<file path="src/rtl/wishbone_fft_master_pkg.sv">
`default_nettype none
// ============================================================================
// Module   : wb_fft_pkg
// Brief    : Shared region map, sequencer states and address helper for the
//            FFT Wishbone master.
// Revision : 1.0
// ============================================================================
package wb_fft_pkg;

  localparam logic [4:0] c_rgn_ctrl   = 5'h00;
  localparam logic [4:0] c_rgn_status = 5'h01;
  localparam logic [4:0] c_rgn_wr_re  = 5'h02;
  localparam logic [4:0] c_rgn_wr_im  = 5'h04;
  localparam logic [4:0] c_rgn_rd_re  = 5'h06;
  localparam logic [4:0] c_rgn_rd_im  = 5'h08;

  typedef enum logic [3:0] {
    ST_IDLE,
    ST_LOAD_WAIT,
    ST_WR_RE,
    ST_WR_IM,
    ST_START,
    ST_POLL,
    ST_RD_RE,
    ST_RD_IM,
    ST_EMIT,
    ST_DONE,
    ST_ERR
  } state_t;

  // Caller truncates the result to its own 5+idx_bits address width.
  function automatic logic [20:0] build_adr(input logic [4:0]  region,
                                            input logic [15:0] idx,
                                            input int          idx_bits);
    build_adr = (21'(region) << idx_bits) | 21'(idx);
  endfunction

endpackage
`default_nettype wire

</file>
<file path="src/rtl/wishbone_fft_master_if.sv">
`default_nettype none
// ============================================================================
// Module   : wishbone_fft_master_if
// Brief    : Classic Wishbone single-transaction bus bundle.
// Revision : 1.0
// ============================================================================
interface wishbone_fft_master_if #(
  parameter int AW = 8
);
  logic          CYC_O;
  logic          STB_O;
  logic          WE_O;
  logic [AW-1:0] ADR_O;
  logic [31:0]   DAT_O;
  logic [31:0]   DAT_I;
  logic          ACK_I;

  modport master (output CYC_O, STB_O, WE_O, ADR_O, DAT_O, input DAT_I, ACK_I);
  modport slave  (input CYC_O, STB_O, WE_O, ADR_O, DAT_O, output DAT_I, ACK_I);
endinterface
`default_nettype wire

</file>
<file path="src/rtl/wishbone_fft_master_port.sv">
`default_nettype none
// ============================================================================
// Module   : wb_master_port
// Brief    : Single-transaction Wishbone engine with ACK timeout.
// Revision : 1.0
// ============================================================================
module wb_master_port #(
  parameter int AW          = 8,
  parameter int ACK_TIMEOUT = 16
) (
  input  wire logic          CLK_I,
  input  wire logic          RST_I,
  input  wire logic          req,
  input  wire logic          we,
  input  wire logic [AW-1:0] adr,
  input  wire logic [31:0]   wdat,
  output logic      [31:0]   rdat,
  output logic               done,
  output logic               timeout,
  wishbone_fft_master_if.master wb
);
  localparam int             c_tw        = $clog2(ACK_TIMEOUT + 1);
  localparam logic [c_tw-1:0] c_wait_last = c_tw'(ACK_TIMEOUT - 1);
  localparam logic [c_tw-1:0] c_wait_one  = c_tw'(1);

  logic            r_cyc;
  logic            r_stb;
  logic            r_we;
  logic [AW-1:0]   r_adr;
  logic [31:0]     r_dat;
  logic [c_tw-1:0] r_wait;

  // Gating by ACK_I keeps the slave from seeing a second strobe on the ACK cycle.
  assign wb.CYC_O = r_cyc & ~wb.ACK_I;
  assign wb.STB_O = r_stb & ~wb.ACK_I;
  assign wb.WE_O  = r_we;
  assign wb.ADR_O = r_adr;
  assign wb.DAT_O = r_dat;

  assign rdat    = wb.DAT_I;
  assign done    = r_stb & wb.ACK_I;
  assign timeout = r_stb & ~wb.ACK_I & (r_wait == c_wait_last);

  always_ff @(posedge CLK_I) begin
    if (!RST_I) begin
      r_cyc  <= 1'b0;
      r_stb  <= 1'b0;
      r_we   <= 1'b0;
      r_adr  <= '0;
      r_dat  <= '0;
      r_wait <= '0;
    end else if (r_stb) begin
      if (done || timeout) begin
        r_cyc  <= 1'b0;
        r_stb  <= 1'b0;
        r_we   <= 1'b0;
        r_wait <= '0;
      end else begin
        r_wait <= r_wait + c_wait_one;
      end
    end else if (req) begin
      r_cyc  <= 1'b1;
      r_stb  <= 1'b1;
      r_we   <= we;
      r_adr  <= adr;
      r_dat  <= wdat;
      r_wait <= '0;
    end
  end
endmodule
`default_nettype wire

</file>
<file path="src/rtl/wishbone_fft_master.sv">
`default_nettype none
// ============================================================================
// Module   : wishbone_fft_master
// Brief    : Sequences one FFT job over Wishbone: load, start, poll, read back.
// Revision : 1.0
// ============================================================================
module wishbone_fft_master
  import wb_fft_pkg::*;
#(
  parameter int sample           = 8,
  parameter int n_bit_for_sample = 3,
  parameter int POLL_LIMIT       = 1024,
  parameter int ACK_TIMEOUT      = 16
) (
  input  wire logic                        CLK_I,
  input  wire logic                        RST_I,
  input  wire logic                        go,
  input  wire logic                        in_valid,
  output logic                             in_ready,
  input  wire logic [31:0]                 in_re,
  input  wire logic [31:0]                 in_im,
  output logic                             out_valid,
  input  wire logic                        out_ready,
  output logic      [31:0]                 out_re,
  output logic      [31:0]                 out_im,
  output logic      [n_bit_for_sample-1:0] out_idx,
  output logic                             busy,
  output logic                             finished,
  output logic                             error,
  wishbone_fft_master_if.master            wb
);
  localparam int                           c_aw       = 5 + n_bit_for_sample;
  localparam int                           c_pw       = $clog2(POLL_LIMIT + 1);
  localparam logic [n_bit_for_sample-1:0]  c_idx_last = n_bit_for_sample'(sample - 1);
  localparam logic [n_bit_for_sample-1:0]  c_idx_one  = n_bit_for_sample'(1);
  localparam logic [c_pw-1:0]              c_poll_last = c_pw'(POLL_LIMIT - 1);
  localparam logic [c_pw-1:0]              c_poll_one  = c_pw'(1);

  state_t                      r_state;
  logic [n_bit_for_sample-1:0] r_idx;
  logic [c_pw-1:0]             r_poll;
  logic [31:0]                 r_re;
  logic [31:0]                 r_im;

  logic                        w_req;
  logic                        w_we;
  logic [4:0]                  w_region;
  logic [n_bit_for_sample-1:0] w_idx;
  logic [31:0]                 w_wdat;
  logic [c_aw-1:0]             w_adr;
  logic [31:0]                 w_rdat;
  logic                        w_done;
  logic                        w_timeout;

  always_comb begin
    w_req    = 1'b0;
    w_we     = 1'b0;
    w_region = c_rgn_ctrl;
    w_idx    = r_idx;
    w_wdat   = '0;
    case (r_state)
      ST_WR_RE: begin w_req = 1'b1; w_we = 1'b1; w_region = c_rgn_wr_re; w_wdat = r_re; end
      ST_WR_IM: begin w_req = 1'b1; w_we = 1'b1; w_region = c_rgn_wr_im; w_wdat = r_im; end
      ST_START: begin w_req = 1'b1; w_we = 1'b1; w_idx = '0; w_wdat = 32'h1; end
      ST_POLL:  begin w_req = 1'b1; w_region = c_rgn_status; w_idx = '0; end
      ST_RD_RE: begin w_req = 1'b1; w_region = c_rgn_rd_re; end
      ST_RD_IM: begin w_req = 1'b1; w_region = c_rgn_rd_im; end
      default:  ;
    endcase
    w_adr = c_aw'(build_adr(w_region, 16'(w_idx), n_bit_for_sample));
  end

  wb_master_port #(
    .AW          (c_aw),
    .ACK_TIMEOUT (ACK_TIMEOUT)
  ) u_port (
    .CLK_I   (CLK_I),
    .RST_I   (RST_I),
    .req     (w_req),
    .we      (w_we),
    .adr     (w_adr),
    .wdat    (w_wdat),
    .rdat    (w_rdat),
    .done    (w_done),
    .timeout (w_timeout),
    .wb      (wb)
  );

  assign out_idx = r_idx;

  always_ff @(posedge CLK_I) begin
    if (!RST_I) begin
      r_state   <= ST_IDLE;
      r_idx     <= '0;
      r_poll    <= '0;
      r_re      <= '0;
      r_im      <= '0;
      in_ready  <= 1'b0;
      out_valid <= 1'b0;
      out_re    <= '0;
      out_im    <= '0;
      busy      <= 1'b0;
      finished  <= 1'b0;
      error     <= 1'b0;
    end else begin
      finished <= 1'b0;
      if (w_timeout) begin
        r_state <= ST_ERR;
      end else begin
        case (r_state)
          ST_IDLE: if (go) begin
            error    <= 1'b0;
            r_idx    <= '0;
            busy     <= 1'b1;
            in_ready <= 1'b1;
            r_state  <= ST_LOAD_WAIT;
          end
          ST_LOAD_WAIT: if (in_valid) begin
            r_re     <= in_re;
            r_im     <= in_im;
            in_ready <= 1'b0;
            r_state  <= ST_WR_RE;
          end
          ST_WR_RE: if (w_done) r_state <= ST_WR_IM;
          // The slave counts samples on imaginary writes, so idx only moves here.
          ST_WR_IM: if (w_done) begin
            if (r_idx == c_idx_last) begin
              r_state <= ST_START;
            end else begin
              r_idx    <= r_idx + c_idx_one;
              in_ready <= 1'b1;
              r_state  <= ST_LOAD_WAIT;
            end
          end
          ST_START: if (w_done) begin
            r_poll  <= '0;
            r_state <= ST_POLL;
          end
          ST_POLL: if (w_done) begin
            if (w_rdat[0]) begin
              r_idx   <= '0;
              r_state <= ST_RD_RE;
            end else if (r_poll == c_poll_last) begin
              r_state <= ST_ERR;
            end else begin
              r_poll <= r_poll + c_poll_one;
            end
          end
          ST_RD_RE: if (w_done) begin
            out_re  <= w_rdat;
            r_state <= ST_RD_IM;
          end
          ST_RD_IM: if (w_done) begin
            out_im    <= w_rdat;
            out_valid <= 1'b1;
            r_state   <= ST_EMIT;
          end
          ST_EMIT: if (out_ready) begin
            out_valid <= 1'b0;
            if (r_idx == c_idx_last) begin
              r_state <= ST_DONE;
            end else begin
              r_idx   <= r_idx + c_idx_one;
              r_state <= ST_RD_RE;
            end
          end
          ST_DONE: begin
            finished <= 1'b1;
            busy     <= 1'b0;
            r_state  <= ST_IDLE;
          end
          ST_ERR: begin
            error    <= 1'b1;
            busy     <= 1'b0;
            in_ready <= 1'b0;
            r_state  <= ST_IDLE;
          end
          default: r_state <= ST_IDLE;
        endcase
      end
    end
  end
endmodule
`default_nettype wire
</file>
<file path="src/flat_wrapper.sv">
// flat-port wrapper written by rule: the top's interface ports become plain ports
module wishbone_fft_master_flat import wb_fft_pkg::*;
#(
  parameter int sample           = 8,
  parameter int n_bit_for_sample = 3,
  parameter int POLL_LIMIT       = 1024,
  parameter int ACK_TIMEOUT      = 16
)
  (CLK_I, RST_I, go, in_valid, in_ready, in_re, in_im, out_valid, out_ready, out_re, out_im, out_idx, busy, finished, error, wb_CYC_O, wb_STB_O, wb_WE_O, wb_ADR_O, wb_DAT_O, wb_DAT_I, wb_ACK_I);
  wishbone_fft_master_if wb_i ();
  input  wire logic CLK_I;
  input  wire logic RST_I;
  input  wire logic go;
  input  wire logic in_valid;
  output logic in_ready;
  input  wire logic [31:0] in_re;
  input  wire logic [31:0] in_im;
  output logic out_valid;
  input  wire logic out_ready;
  output logic      [31:0] out_re;
  output logic      [31:0] out_im;
  output logic      [n_bit_for_sample-1:0] out_idx;
  output logic busy;
  output logic finished;
  output logic error;
  output wire logic [$bits(wb_i.CYC_O)-1:0] wb_CYC_O;
  output wire logic [$bits(wb_i.STB_O)-1:0] wb_STB_O;
  output wire logic [$bits(wb_i.WE_O)-1:0] wb_WE_O;
  output wire logic [$bits(wb_i.ADR_O)-1:0] wb_ADR_O;
  output wire logic [$bits(wb_i.DAT_O)-1:0] wb_DAT_O;
  input wire logic [$bits(wb_i.DAT_I)-1:0] wb_DAT_I;
  input wire logic [$bits(wb_i.ACK_I)-1:0] wb_ACK_I;
  assign wb_CYC_O = wb_i.CYC_O;
  assign wb_STB_O = wb_i.STB_O;
  assign wb_WE_O = wb_i.WE_O;
  assign wb_ADR_O = wb_i.ADR_O;
  assign wb_DAT_O = wb_i.DAT_O;
  assign wb_i.DAT_I = wb_DAT_I;
  assign wb_i.ACK_I = wb_ACK_I;
  wishbone_fft_master #(.sample(sample), .n_bit_for_sample(n_bit_for_sample), .POLL_LIMIT(POLL_LIMIT), .ACK_TIMEOUT(ACK_TIMEOUT)) u_core (.CLK_I(CLK_I), .RST_I(RST_I), .go(go), .in_valid(in_valid), .in_ready(in_ready), .in_re(in_re), .in_im(in_im), .out_valid(out_valid), .out_ready(out_ready), .out_re(out_re), .out_im(out_im), .out_idx(out_idx), .busy(busy), .finished(finished), .error(error), .wb(wb_i));
endmodule
</file>
<file path="config.mk">
export PLATFORM = sky130hd
export DESIGN_NAME = wishbone_fft_master_flat
export DESIGN_NICKNAME = d
export VERILOG_FILES = /design/src/rtl/wishbone_fft_master_pkg.sv /design/src/rtl/wishbone_fft_master_if.sv /design/src/rtl/wishbone_fft_master_port.sv /design/src/rtl/wishbone_fft_master.sv /design/src/flat_wrapper.sv
export SDC_FILE = /design/constraint.sdc
export NUM_CORES = 1
export LEC_CHECK = 0
export BUFFER_PORTS_ARGS = -buffer_cell sky130_fd_sc_hd__buf_2
export CORE_ASPECT_RATIO = 1.2
export CORE_MARGIN = 2
export CORE_UTILIZATION = 45
export CTS_CLUSTER_SIZE = 30
export DETAILED_ROUTE_END_ITERATION = 8
export PLACE_DENSITY = 0.75
export SLEW_MARGIN = 20
export SYNTH_ARGS = -nofsm -noshare
export SYNTH_HDL_FRONTEND = slang
export SYNTH_SLANG_ARGS = --single-unit
export TNS_END_PERCENT = 20
</file>
<file path="constraint.sdc">
create_clock -name CLK_I -period 5.8 [get_ports CLK_I]
set_input_delay 1.74 -clock CLK_I [delete_from_list [all_inputs] [get_ports CLK_I]]
set_output_delay 1.74 -clock CLK_I [all_outputs]
set_load 0.005 [all_outputs]
</file>
==> flow_metrics.py <==
metrics = {
    "timing": {
        "worstMarginPinSlew_ns": 1.05,
        "relSlewSlack_pct": 29.9,
        "slew_viol_final": 0,
        "fin_skew_ns": 0.00749,
        "whs_ns": 0.451,
        "fin_crit_ns": 4.03,
        "min_period_over_period_pct": 69.5,
        "max_clock_freq_ghz": 0.248,
        "fin_tns_setup_ns": 0,
        "setup_viol": 0,
        "rsz0062_at_grt": "false",
        "hold_viol": 0,
        "finalWorstSetupSlack_ns": 1.77,
    },
    "floorplanning": {
        "die_w_um": 124,
        "coreArea_mm2": 0.0169,
        "io-pin-count": 217,
        "initial_utilization_pct": 46.1,
        "dieArea_mm2": 0.0184,
        "rows": 52,
        "dieHeight_um": 148,
    },
    "global_route": {
        "grt_overflow_total": 0,
        "grt_pass1_wl_mm": 33.1,
        "met2_usage_pct": 36.9,
        "use_met1_pct": 28.2,
        "grt_start_max_net_pins": 102,
        "grt_use_total_pct": 22.6,
        "use_met3_pct": 5.67,
        "top_usage_layer": "met2",
        "antenna_found_initial": 4,
        "grt_pass1_vias": 6713,
    },
    "cells_and_area": {
        "final_util_pct": 56.8,
        "layout_common_cells": "nand2_1 (279), buf_2 (215), dfxtp_1 (198), a21oi_1 (144), nor2_1 (69)",
        "stdcell_count": 1366,
        "fin_area_mm2": 0.00960,
        "final_nets": 1244,
        "nFillCells": 1591,
        "drive_gt1_share_pct": 23.5,
        "final_common_cell": "nand2_1",
        "area_growth_pct": 23.1,
    },
    "route": {
        "ant_nets": 0,
        "drt-vias-per-instance": 5.33,
        "drc": 0,
        "dr.pass1.iters": 5,
        "post_drt_wl_per_cell_um": 15.4,
        "drtIter0Drc": 624,
        "routed_wl_mm": 21.0,
        "vias": 7279,
    },
    "place": {
        "gp_congestion": 0.816,
        "placed_area_mm2": 0.00899,
        "place_hpwl_mm": 13.7,
        "portBuffers": 215,
        "pre_cts_ws_ns": 1.78,
        "dp.cells": 1334,
    },
    "critical_path": {
        "critPathMaxFanout": 7,
        "crit_required_ns": 4.06,
        "start_kind": "input pin",
        "r2r_cells": 6,
        "endpoint_kind": "output port",
        "path_class": "input pin to output port",
        "arrival_ns": 2.29,
    },
    "pwr": {
        "leakage_nw": 3.82,
        "peakVddDrop_mv": 0.192,
        "p_per_area_mw_per_mm2": 363,
        "power_mw": 3.48,
    },
    "synth": {
        "ys_seq_area_share_pct": 50.8,
        "synthDistinctLibCells": 54,
        "yosysWarnings": 0,
        "ys_seq_elements": 198,
        "synth_edf_count": 0,
        "synth_ff_type": "dfxtp_1",
        "avgSynthCellArea_um2": 8.09,
        "synth_nets": 1071,
        "netlist_instances": 964,
        "async_flop_share_pct": 0,
        "synth.cell_area_mm2": 0.00780,
    },
    "hold_path": {
        "min_path_cells": 2,
        "hp-class": "flip-flop to flip-flop",
    },
    "cts": {
        "clk_latency_ns": 0.43,
        "cts_tree": "built",
        "cts_sinks": 198,
        "htreeDepth": 4,
        "root_buffer": "clkbuf_16",
        "cts_setup_buffers": 0,
        "clk_pin_slew_worst_paths_ns": 0.07,
        "cts-buffers-inserted": 17,
        "clockBufferDepth": 2,
        "hold_buffers": 0,
        "ctsResizeCount": 0,
    },
    "run": {
        "maxCapViolations": 0,
    },
    "run_status": {
        "status": "complete, no violations",
    },
}
==> synth_stat cells, drive strengths merged, types with 3 or more instances <==
library cell,number,area share [%]
nand2b,7,0.56
a2bb2oi,28,3.1
nor2b,9,0.72
and2,6,0.48
a32oi,5,0.56
xnor2,11,1.2
nor4,10,0.80
nand2,279,13
nand3b,3,0.29
clkbuf,46,2.2
a21oi,144,9.2
a211oi,5,0.48
dfxtp,198,51
buf,26,1.6
o21ai,15,0.96
mux2i,6,0.77
nor2,72,3.5
ha,5,0.80
nand3,9,0.64
a22oi,33,3.2
and3,3,0.24
inv,7,0.34
nand4,4,0.40
nor3,5,0.32
==> layout make-up <==
| cell class | count | area, um^2 | share of cell area (%) |
|---|---|---|---|
| clock inverter | 7 | 118 | 1.22 |
| antenna | 2 | 5.00 | 0.0521 |
| clock buffer | 23 | 488 | 5.08 |
| timing repair buffer | 226 | 1170 | 12.2 |
| sequential | 198 | 3960 | 41.3 |
| tap | 216 | 270 | 2.81 |
| multi-input combinational | 686 | 3550 | 37.0 |
| inverter | 8 | 32.5 | 0.339 |
==> routing by layer <==
metal / part of all wire (%) / vias up / wire length [um]
li1: - / 3611 / -
met1: 41 / 3409 / 8660
met2: 50 / 204 / 10600
met3: 5.3 / 51 / 1120
met4: 3.3 / 4 / 684
met5: 0.10 / - / 21
==> worst max-delay path, cell delays in order <==
cell,delay (ns)
buf_2,0.14
nor2b_1,0.24
buf_2,0.17
==> logic make-up after synthesis <==
logic type      count (synthesis)  synth area share [%]
compound gates                243                  19.2
xor+xnor                       12                  1.35
fa+ha+maj                       5                 0.802
buf+inv                        80                  4.20
flops                         198                  50.8
mux                             6                 0.770
other cells                     1                0.0481
simple gates                  419                  22.8
==> registers in the layout (all words and copies together), names as in the netlist, 3 cells and up <==
name                    count
u_core.out_im              32
u_core.out_re              32
u_core.r_im                32
u_core.r_re                32
u_core.u_port.wb.DAT_O     32
u_core.r_poll              11
u_core.u_port.wb.ADR_O      7
u_core.u_port.r_wait        5
u_core.r_state              4
u_core.out_idx              3
==> worst paths after layout <==
check,from,to,slack (ns)
setup / recovery,wb_ACK_I,wb_STB_O,1.77
hold / removal,u_core.out_re[7]$_SDFFE_PN0P_,u_core.out_re[7]$_SDFFE_PN0P_,0.45
setup reg to reg,u_core.r_state[0]$_SDFFE_PP0P_,u_core.r_re[9]$_SDFFE_PN0P_,3.12
hold reg to reg,u_core.out_re[7]$_SDFFE_PN0P_,u_core.out_re[7]$_SDFFE_PN0P_,0.45
==> report_power, final <==
part,internal [mW],total [mW],switching (mW),leakage [nW]
clock,0.723,1.22,0.499,0.300
combinational,0.271,0.698,0.427,1.92
sequential,1.46,1.56,0.106,1.60
total,2.45,3.48,1.03,3.82
Note: power is estimated with default switching activity, not from simulation.
